`src/rtl/alu_pkg.sv`:
```
// Shared definitions for the shared-ALU arbiter: the opcode encoding,
// the datapath width, the shift-amount width and the arbiter FSM states.
package alu_pkg;

   localparam int ALU_W   = 32;
   localparam int SHAMT_W = 5;

   typedef enum logic [3:0] {
      OP_ADD  = 4'b0000,
      OP_SUB  = 4'b1000,
      OP_SLL  = 4'b0001,
      OP_SLT  = 4'b0010,
      OP_SLTU = 4'b0011,
      OP_XOR  = 4'b0100,
      OP_SRL  = 4'b0101,
      OP_SRA  = 4'b1101,
      OP_OR   = 4'b0110,
      OP_AND  = 4'b0111
   } alu_op_e;

   typedef enum logic {
      ST_IDLE = 1'b0,
      ST_HOLD = 1'b1
   } arb_state_e;

endpackage

```
`src/rtl/alu_core.sv`:
```
// Purely combinational ALU shared by both requesters. Shift amounts come
// from the low bits of operand b; unknown opcodes quietly produce zero.
module alu_core
   import alu_pkg::*;
#(
   parameter int WIDTH = ALU_W
) (
   input  logic [WIDTH-1:0] i_a,
   input  logic [WIDTH-1:0] i_b,
   input  logic [3:0]       i_op,
   output logic [WIDTH-1:0] o_y
);

   alu_op_e             w_op;
   logic [SHAMT_W-1:0]  w_shamt;

   assign w_op    = alu_op_e'(i_op);
   assign w_shamt = i_b[SHAMT_W-1:0];

   // Opcode decode; anything outside the table falls to the zero default.
   always_comb begin
      o_y = '0;
      case (w_op)
         OP_ADD:  o_y = i_a + i_b;
         OP_SUB:  o_y = i_a - i_b;
         OP_SLL:  o_y = i_a << w_shamt;
         OP_SLT:  o_y = {{(WIDTH-1){1'b0}}, ($signed(i_a) < $signed(i_b))};
         OP_SLTU: o_y = {{(WIDTH-1){1'b0}}, (i_a < i_b)};
         OP_XOR:  o_y = i_a ^ i_b;
         OP_SRL:  o_y = i_a >> w_shamt;
         OP_SRA:  o_y = $unsigned($signed(i_a) >>> w_shamt);
         OP_OR:   o_y = i_a | i_b;
         OP_AND:  o_y = i_a & i_b;
         default: o_y = '0;
      endcase
   end

endmodule

```
`src/rtl/alu_arbiter.sv`:
```
// Two-requester round-robin arbiter in front of one shared ALU. One
// transaction is granted per cycle and its result is held in a single
// response register, tagged with the owning requester, until consumed.
module alu_arbiter
   import alu_pkg::*;
#(
   parameter int WIDTH = ALU_W
) (
   input  logic             clk,
   input  logic             rst,
   input  logic             r0_valid,
   output logic             r0_ready,
   input  logic [WIDTH-1:0] r0_a,
   input  logic [WIDTH-1:0] r0_b,
   input  logic [3:0]       r0_op,
   input  logic             r1_valid,
   output logic             r1_ready,
   input  logic [WIDTH-1:0] r1_a,
   input  logic [WIDTH-1:0] r1_b,
   input  logic [3:0]       r1_op,
   output logic             rsp_valid,
   input  logic             rsp_ready,
   output logic             rsp_id,
   output logic [WIDTH-1:0] rsp_data
);

   arb_state_e       r_state;
   arb_state_e       w_nextState;
   logic             r_last;
   logic             r_rspId;
   logic [WIDTH-1:0] r_rspData;

   logic             w_canAccept;
   logic             w_grant1;
   logic             w_accept;
   logic [WIDTH-1:0] w_aluA;
   logic [WIDTH-1:0] w_aluB;
   logic [3:0]       w_aluOp;
   logic [WIDTH-1:0] w_aluY;

   // Requester 1 wins when it is the only one asking, or on a tie when
   // requester 0 was served last; otherwise the grant rests on requester 0.
   assign w_grant1    = r1_valid & (~r0_valid | ~r_last);
   assign w_canAccept = (r_state == ST_IDLE) | ((r_state == ST_HOLD) & rsp_ready);
   assign w_accept    = (r0_valid & r0_ready) | (r1_valid & r1_ready);

   assign w_aluA  = w_grant1 ? r1_a  : r0_a;
   assign w_aluB  = w_grant1 ? r1_b  : r0_b;
   assign w_aluOp = w_grant1 ? r1_op : r0_op;

   alu_core #(
      .WIDTH (WIDTH)
   ) u_aluCore (
      .i_a  (w_aluA),
      .i_b  (w_aluB),
      .i_op (w_aluOp),
      .o_y  (w_aluY)
   );

   // FSM state register; reset drops any pending result.
   always_ff @(posedge clk) begin
      if (rst) begin
         r_state <= ST_IDLE;
      end else begin
         r_state <= w_nextState;
      end
   end

   // Next state: fill on accept, drain when the consumer takes the result
   // and no replacement arrives in the same cycle.
   always_comb begin
      w_nextState = r_state;
      case (r_state)
         ST_IDLE: if (w_accept) w_nextState = ST_HOLD;
         ST_HOLD: if (rsp_ready && !w_accept) w_nextState = ST_IDLE;
         default: w_nextState = ST_IDLE;
      endcase
   end

   // Outputs: readies are suppressed while reset is held so nothing is
   // handshaken into a register that is about to be cleared.
   always_comb begin
      rsp_valid = (r_state == ST_HOLD);
      r0_ready  = ~rst & w_canAccept & ~w_grant1;
      r1_ready  = ~rst & w_canAccept & w_grant1;
   end

   // Result register and round-robin history; both move only on an accept
   // so the response stays stable under backpressure.
   always_ff @(posedge clk) begin
      if (rst) begin
         r_rspData <= '0;
         r_rspId   <= 1'b0;
         r_last    <= 1'b1;
      end else if (w_accept) begin
         r_rspData <= w_aluY;
         r_rspId   <= w_grant1;
         r_last    <= w_grant1;
      end
   end

   assign rsp_id   = r_rspId;
   assign rsp_data = r_rspData;

endmodule

```
`config.mk`:
```
export PLATFORM = sky130hd
export DESIGN_NAME = alu_arbiter
export DESIGN_NICKNAME = d
export VERILOG_FILES = /design/src/rtl/alu_pkg.sv /design/src/rtl/alu_core.sv /design/src/rtl/alu_arbiter.sv
export SDC_FILE = /design/constraint.sdc
export NUM_CORES = 1
export LEC_CHECK = 0
export CORE_MARGIN = 2
export CORE_UTILIZATION = 39
export DETAILED_ROUTE_END_ITERATION = 10
export PLACE_DENSITY = 0.64
export SYNTH_ARGS = -nofsm -noshare
export SYNTH_HDL_FRONTEND = slang
export SYNTH_HIERARCHICAL = 1
export SYNTH_SLANG_ARGS = --single-unit
```
`constraint.sdc`:
```
create_clock -name clk -period 6.8 [get_ports clk]
set_input_delay 1.36 -clock clk [delete_from_list [all_inputs] [get_ports clk]]
set_output_delay 1.36 -clock clk [all_outputs]
set_load 0.01 [all_outputs]
```
==> summary.txt, run 1 <==
Hold path
  – Worst hold-check path type: register to register
  – Worst Hold Path Cells: 2
  – Min-delay src: rsp_data[3]

Setup path
  – CP Max Fanout: 20
  – Crit path required time: 7.00 ns
  – Crit path kind: input port to register
  – Worst r2r src: r_last
  – Critical Path AT: 6.30 ns
  – Cell count of the worst reg-to-reg path: 15
  – Startpoint Class: input port
  – CP endpoint kind: register
  – Crit path from: r1_valid

Clock tree
  – CTS max path bufs: 2
  – Clock sink count: 35
  – Hold buffer count at CTS: 0
  – Root Buffer: clkbuf_16
  – Post-CTS setup buffers: 0
  – Skew-Pair Late Insertion Delay: 0.28 ns
  – H-tree levels: 2
  – CTS tree: yes
  – CTS resizes: 0
  – TritonCTS Buffers: 5
  – Worst-path clk slew: 0.06 ns

Logic synthesis
  – Most common flop cell mapped by yosys: dfxtp_1
  – Avg Synthesized Cell Area: 7.22 µm²
  – FF+latch count, synth: 35
  – Netlist Area Pre-Place: 11,400 µm²
  – Top cell type's share of synthesized area: 10.7%
  – Syn_nets: 1,817
  – Async S/R FF share, synth: 0%
  – Synth warn: 6
  – Register area share after synthesis: 6.16%
  – Cell variety after synth: 95
  – Synth top area cells: ha_1, mux2_2, a21oi_1
  – Synth Instances: 1,577
  – Largest area contributor in the netlist: ha_1
  – Post-synth EDFFs: 0

Timing
  – Tcrit/Tclk final: 89.6%
  – RSZ-0062 raised after global routing: false
  – Setup WS post-layout: 0.706 ns
  – F_max: 164 MHz
  – Clock skew: 0.00631 ns
  – Final worst path period need: 6.09 ns
  – Final setup vio count: 0
  – Final hold slack: 0.474 ns
  – Max_slew headroom: 26.2%
  – Final Hold Fails: 0
  – Setup TNS: 0 ns
  – Fin. max-slew vios: 0
  – Slew of the pin with the lowest slew margin: 1.10 ns

Drt
  – Drt wl/cell: 25.0 µm
  – Drt drc: 0
  – First drt pass iteration count: 6
  – Final WL: 51.9 mm
  – Routed Antenna Nets: 0
  – Number of DRC markers in iteration 0: 1,671
  – Via Count: 13,300
  – Vias per cell: 6.40

Floorplan
  – Initial Util: 39.6%
  – Std cell rows: 62
  – Die area: 30,600 µm²
  – DIE HEIGHT: 175 µm
  – I/O pin cnt: 177
  – Die Span X: 175 µm
  – Core ar.: 28,700 µm²

Pwr
  – Worst vdd ir: 0.127 mV
  – Power Density: 159 nW/µm²
  – Pleak: 5.42 nW

Cells and area
  – # diodes: 0
  – Fill count: 2,955
  – Area Growth Syn to Fin: 18.3%
  – Final net count: 1,927
  – Final Core Density: 46.9%
  – Non-Filler Instances: 2,072
  – Layout cells sized above 1: 12.1%

Global route
  – First-pass GRT wire length: 77.3 mm
  – Largest net degree at the start of global routing: 67
  – Vias in the first global route: 12,500
  – Initial antenna violation count: 0
  – Total Routing Usage GR: 32.8%
  – Total gr overflow: 0

Placement
  – Hpwl dp: 41.5 mm
  – Setup slack after placement: 0.551 ns
  – Input/output buffers: 176
  – Cells after DPL: 2,064
  – RD Place Congestion: 1.03

Run status
  – Outcome: completed

Flow run
  – Max cap viols: 0
[placed cells by master (no fill, tap or decap), drive strengths merged, types with 9 or more instances in the layout]
master and n:
a2111oi 10, nand2b 17, nor2 149, nor3 29
a21o 12, nor2b 9, nand3 20, inv 103
xnor2 15, nand3b 35, o21ai 144, ha 97
o211ai 18, nand4 10, buf 54, or2 10
clkdlybuf4s50 176, a21oi 179, o22ai 15, o21bai 13
a221oi 11, nand2 121, o31ai 18, mux4 25
a211oi 41, a211o 9, a31oi 10, mux2i 69
o221ai 13, mux2 95, dfxtp 35
[power breakdown]
part,internal (W),leakage (nW),total (W),switching (W)
sequential,0.000230,0.288,0.000243,0.0000129
combinational,0.000643,5.06,0.00168,0.00104
clock,0.000135,0.0669,0.000220,0.0000846
[sequential cells by signal, summed over array words and instances (netlist names)]
register / count
r_last: 1
rsp_data: 32
rsp_valid: 1
rsp_id: 1
[through the flow]
step,instance area [µm²],power (W)
after floorplan,11400,0.00133
after global placement,13300,0.00188
after detailed placement,13300,0.00187
after CTS,13500,0.00210
after global routing,13500,0.00227
final,13500,0.00214
[metal layers]
metal	track usage, %	wire [µm]	vias to the layer above
met4	16.5	2950	0
met3	6.44	5220	131
met1	45.9	22400	6294
li1	-	-	6045
met5	0	0	-
met2	47.7	21300	801
[kinds of logic (layout without fill, tap and decap cells)]
kind of cell,after synthesis,in the layout,synth area share (%)
XOR/XNOR,16,16,1.23
flip-flops,35,35,6.16
multiplexers,189,189,20.7
buffers and inverters,233,344,10.0
adder cells (fa/ha/maj),99,99,11.0
AND/OR/NAND/NOR,439,439,18.6
AO/OA/AOI/OAI,566,566,32.2
[critical path, cell delays in order]
cell and delay, ns:
clkdlybuf4s50_1 0.55, a21boi_4 0.28, buf_4 0.30, buf_4 0.34, mux2_1 0.56, nor2b_1 0.41
nand2_1 0.40, a211oi_1 0.71, nor4_1 0.14, o22ai_1 0.42, a211oi_1 0.09, nand2_1 0.10
inv_1 0.05, o41ai_1 0.32, nand3b_1 0.12, a21oi_1 0.13
[layout make-up]
| cell class | instances | area, µm² | share of cell area, % |
|---|---|---|---|
| Clock buffer | 6 | 129 | 0.957 |
| Clock inverter | 2 | 12.5 | 0.0929 |
| Inverter | 106 | 398 | 2.96 |
| Multi-Input combinational cell | 1309 | 9550 | 70.9 |
| Sequential cell | 35 | 701 | 5.20 |
| Tap cell | 384 | 480 | 3.57 |
| Timing Repair Buffer | 230 | 2190 | 16.3 |
[worst paths after layout]
check,end,slack [ns]
worst max-delay path,rsp_data[30],0.71
worst max register to register,rsp_data[30],2.07
worst min register to register,rsp_data[3],0.47
worst min-delay path,rsp_data[3],0.47
[cells in the mapped netlist, types with 11 or more instances]
cell and n:
a21oi_1 177, nor2_1 147, o21ai_0 133, nand2_1 121, inv_1 101, ha_1 97
mux2_2 86, mux2i_1 68, clkbuf_1 54, a211oi_1 41, dfxtp_1 35, nand3b_1 35
nor3_1 27, buf_2 24, mux4_2 21, nand3_1 20, o211ai_1 18, o31ai_1 18
buf_6 17, nand2b_1 17, buf_4 16, o22ai_1 15, xnor2_1 15, o21bai_1 13
o221ai_1 13, a21o_1 12, buf_1 12, a221oi_1 11
Note: power is estimated with default switching activity, not from simulation.
==> run 2, diff against run 1 <==
Settings changed: SETUP_SLACK_MARGIN set to 0.05.
==> results of run 2 <==
The final DEF is identical to that of run 1; final timing and power are the same.
==> run 3, diff against run 2 <==
Settings changed: CORE_ASPECT_RATIO set to 2.
==> run 3 against run 2 <==
Effect of this change:
- sequential power hardly changed
- final cell count rose by 1.3%
- total power rose by 8.2%
- combinational power rose by 7%
==> summary.txt, run 3 (same netlist as run 1, synthesis figures left out) <==
Run status
  – Outcome: completed

Clock tree
  – Skew-Pair Late Insertion Delay: 0.30 ns (+0.02 ns)
  – TritonCTS Buffers: 5 (unchanged)
  – CTS tree: yes
  – Clock sink count: 35 (unchanged)
  – H-tree levels: 2 (unchanged)
  – Hold buffer count at CTS: 0 (unchanged)
  – Worst-path clk slew: 0.05 ns (about the same)
  – Root Buffer: clkbuf_16
  – CTS resizes: 0 (unchanged)
  – CTS max path bufs: 2 (unchanged)
  – Post-CTS setup buffers: 0 (unchanged)

Timing
  – RSZ-0062 raised after global routing: false
  – Max_slew headroom: 24.1% (-2.1 points)
  – Setup WS post-layout: 0.289 ns (-0.417 ns)
  – Clock skew: 0.00918 ns (+0.00287 ns)
  – F_max: 154 MHz (-6.4%)
  – Tcrit/Tclk final: 95.8% (+6.1 points)
  – Final Hold Fails: 0 (unchanged)
  – Final worst path period need: 6.51 ns (+0.417 ns)
  – Setup TNS: 0 ns (unchanged)
  – Slew of the pin with the lowest slew margin: 1.14 ns (+0.0401 ns)
  – Final setup vio count: 0 (unchanged)
  – Fin. max-slew vios: 0 (unchanged)

Pwr
  – Pleak: 5.68 nW (+4.8%)
  – Worst vdd ir: 0.0932 mV (-27%)
  – Power Density: 167 nW/µm² (+5.3%)

Cells and area
  – Final net count: 1,977 (+2.6%)
  – Layout cells sized above 1: 14.7% (+2.6 points)
  – Fill count: 2,985 (+1.0%)
  – Area Growth Syn to Fin: 21.6%
  – # diodes: 0 (unchanged)
  – Max FFs per register: 32 (unchanged)
  – Most common cell after layout, fill and taps aside: a21oi_1
  – Multi-input logic area: 9550 µm² (unchanged)
  – Reg area: 701 µm² (unchanged)
  – Most frequent cells in the layout: a21oi_1, clkdlybuf4s50_1, nor2_1, o21ai_0, nand2_1

Placement
  – RD Place Congestion: 1.09 (+5.8%)
  – Hpwl dp: 50.3 mm (+21%)
  – Input/output buffers: 176 (unchanged)
  – Setup slack after placement: 0.159 ns (-0.392 ns)

Setup path
  – CP Max Fanout: 26 (+30%)
  – CP max stage cell: a2111oi_0
  – Slowest Stage Delay on Critical Path: 0.89 ns (+0.18 ns)
  – Critical Path AT: 6.67 ns (+0.37 ns)
  – Crit path required time: 6.96 ns (-0.04 ns)
  – Critical Path, Cell by Cell: clkdlybuf4s50_1, a21boi_4, buf_4, mux2_2, inv_1, ha_1, inv_1, o311ai_1, a21oi_1, o21ai_1, o221a_2, o21ai_1, nand4_1, a2111oi_0, buf_4, o31ai_1, nand3b_1, a21oi_1
  – Startpoint Class: input port
  – Crit path kind: input port to register
  – CP endpoint kind: register

Drt
  – First drt pass iteration count: 5 (-1)
  – Number of DRC markers in iteration 0: 1,033 (-38%)
  – Vias per cell: 6.50 (+1.4%)
  – Final WL: 61.4 mm (+18%)
  – Via Count: 13,600 (+2.7%)
  – Routed Antenna Nets: 0 (unchanged)
  – Drt wl/cell: 29.3 µm (+17%)
  – Drt drc: 0 (unchanged)

Global route
  – Initial antenna violation count: 1 (+1)
  – Total Routing Usage GR: 38.9% (+6.1 points)
  – Largest net degree at the start of global routing: 67 (unchanged)
  – Vias in the first global route: 13,700 (+9.9%)
  – First-pass GRT wire length: 89.6 mm (+16%)
  – Total gr overflow: 0 (unchanged)

Floorplan
  – Core ar.: 28,700 µm² (+0.12%)
  – DIE HEIGHT: 246 µm (+40%)
  – I/O pin cnt: 177 (unchanged)
  – Die Span X: 125 µm (-29%)
  – Initial Util: 39.6% (-0.048 points)
  – Std cell rows: 88 (+42%)
  – Die area: 30,600 µm² (+0.27%)

Hold path
  – Worst hold-check path type: register to register

Flow run
  – Max cap viols: 0 (unchanged)
-- run 3: cell count changes in the layout (fill, tap and decap cells not counted), sizes merged --
cell      previous run  this run
buf                 54       104
bufinv               0         1
clkbuf               6         5
clkinv               4         5
clkinvlp             1         0
-- run 3: per-layer routing --
layer / vias to the layer above / global-route usage [%] / part of all wire (%)
li1: 6156 / - / -
met1: 6488 / 35.5 / 31
met2: 694 / 72.0 / 51
met3: 291 / 5.16 / 5.3
met4: 2 / 38.6 / 13
met5: - / 0 / 0.024
-- run 3: critical path: cells and delay by family --
kind                       cells  cell delay (ns)
AOI/OAI and AO/OA              9             2.61
adders and majority gates      1             0.35
buffers and inverters          5             1.55
muxes                          1             0.40
and+or+nand+nor                2             0.33
-- run 3: where the power goes --
part | leakage [nW] | total [W] | switching (W) | internal (W)
clock network | 0.0838 | 0.000275 | 0.000102 | 0.000173
logic | 5.31 | 0.00180 | 0.00111 | 0.000684
registers | 0.288 | 0.000243 | 0.0000132 | 0.000230
total | 5.68 | 0.00232 | 0.00123 | 0.00109
-- run 3: worst paths after layout --
kind | startpoint | to | slack [ns] | cells after the start
max | r1_valid | rsp_data[0] | 0.29 | 18
min | rsp_data[8] | rsp_data[8] | 0.47 | 2
max reg2reg | r_last | rsp_data[0] | 1.63 | 17
min reg2reg | rsp_data[8] | rsp_data[8] | 0.47 | 2
-- run 3: stage by stage --
step | power [W] | hold slack [ns] | area (µm²) | util (%) | cells
floorplan | 0.00133 | 0.498 | 11400 | - | 1577
global placement | 0.00199 | 0.461 | 13700 | 47.6 | 2090
detailed placement | 0.00199 | 0.467 | 13700 | 47.6 | 2090
CTS | 0.00227 | 0.475 | 13800 | 48.1 | 2098
global route | 0.00243 | 0.505 | 13800 | 48.1 | 2098
finish | 0.00232 | 0.473 | 13800 | 48.1 | 2098
-- run 3: layout make-up --
cell class	instances	area share, %
Clock buffer	5	0.904
Clock inverter	3	0.317
Inverter	106	2.88
Multi-Input combinational cell	1309	69.0
Sequential cell	35	5.06
Tap cell	360	3.26
Timing Repair Buffer	280	18.6
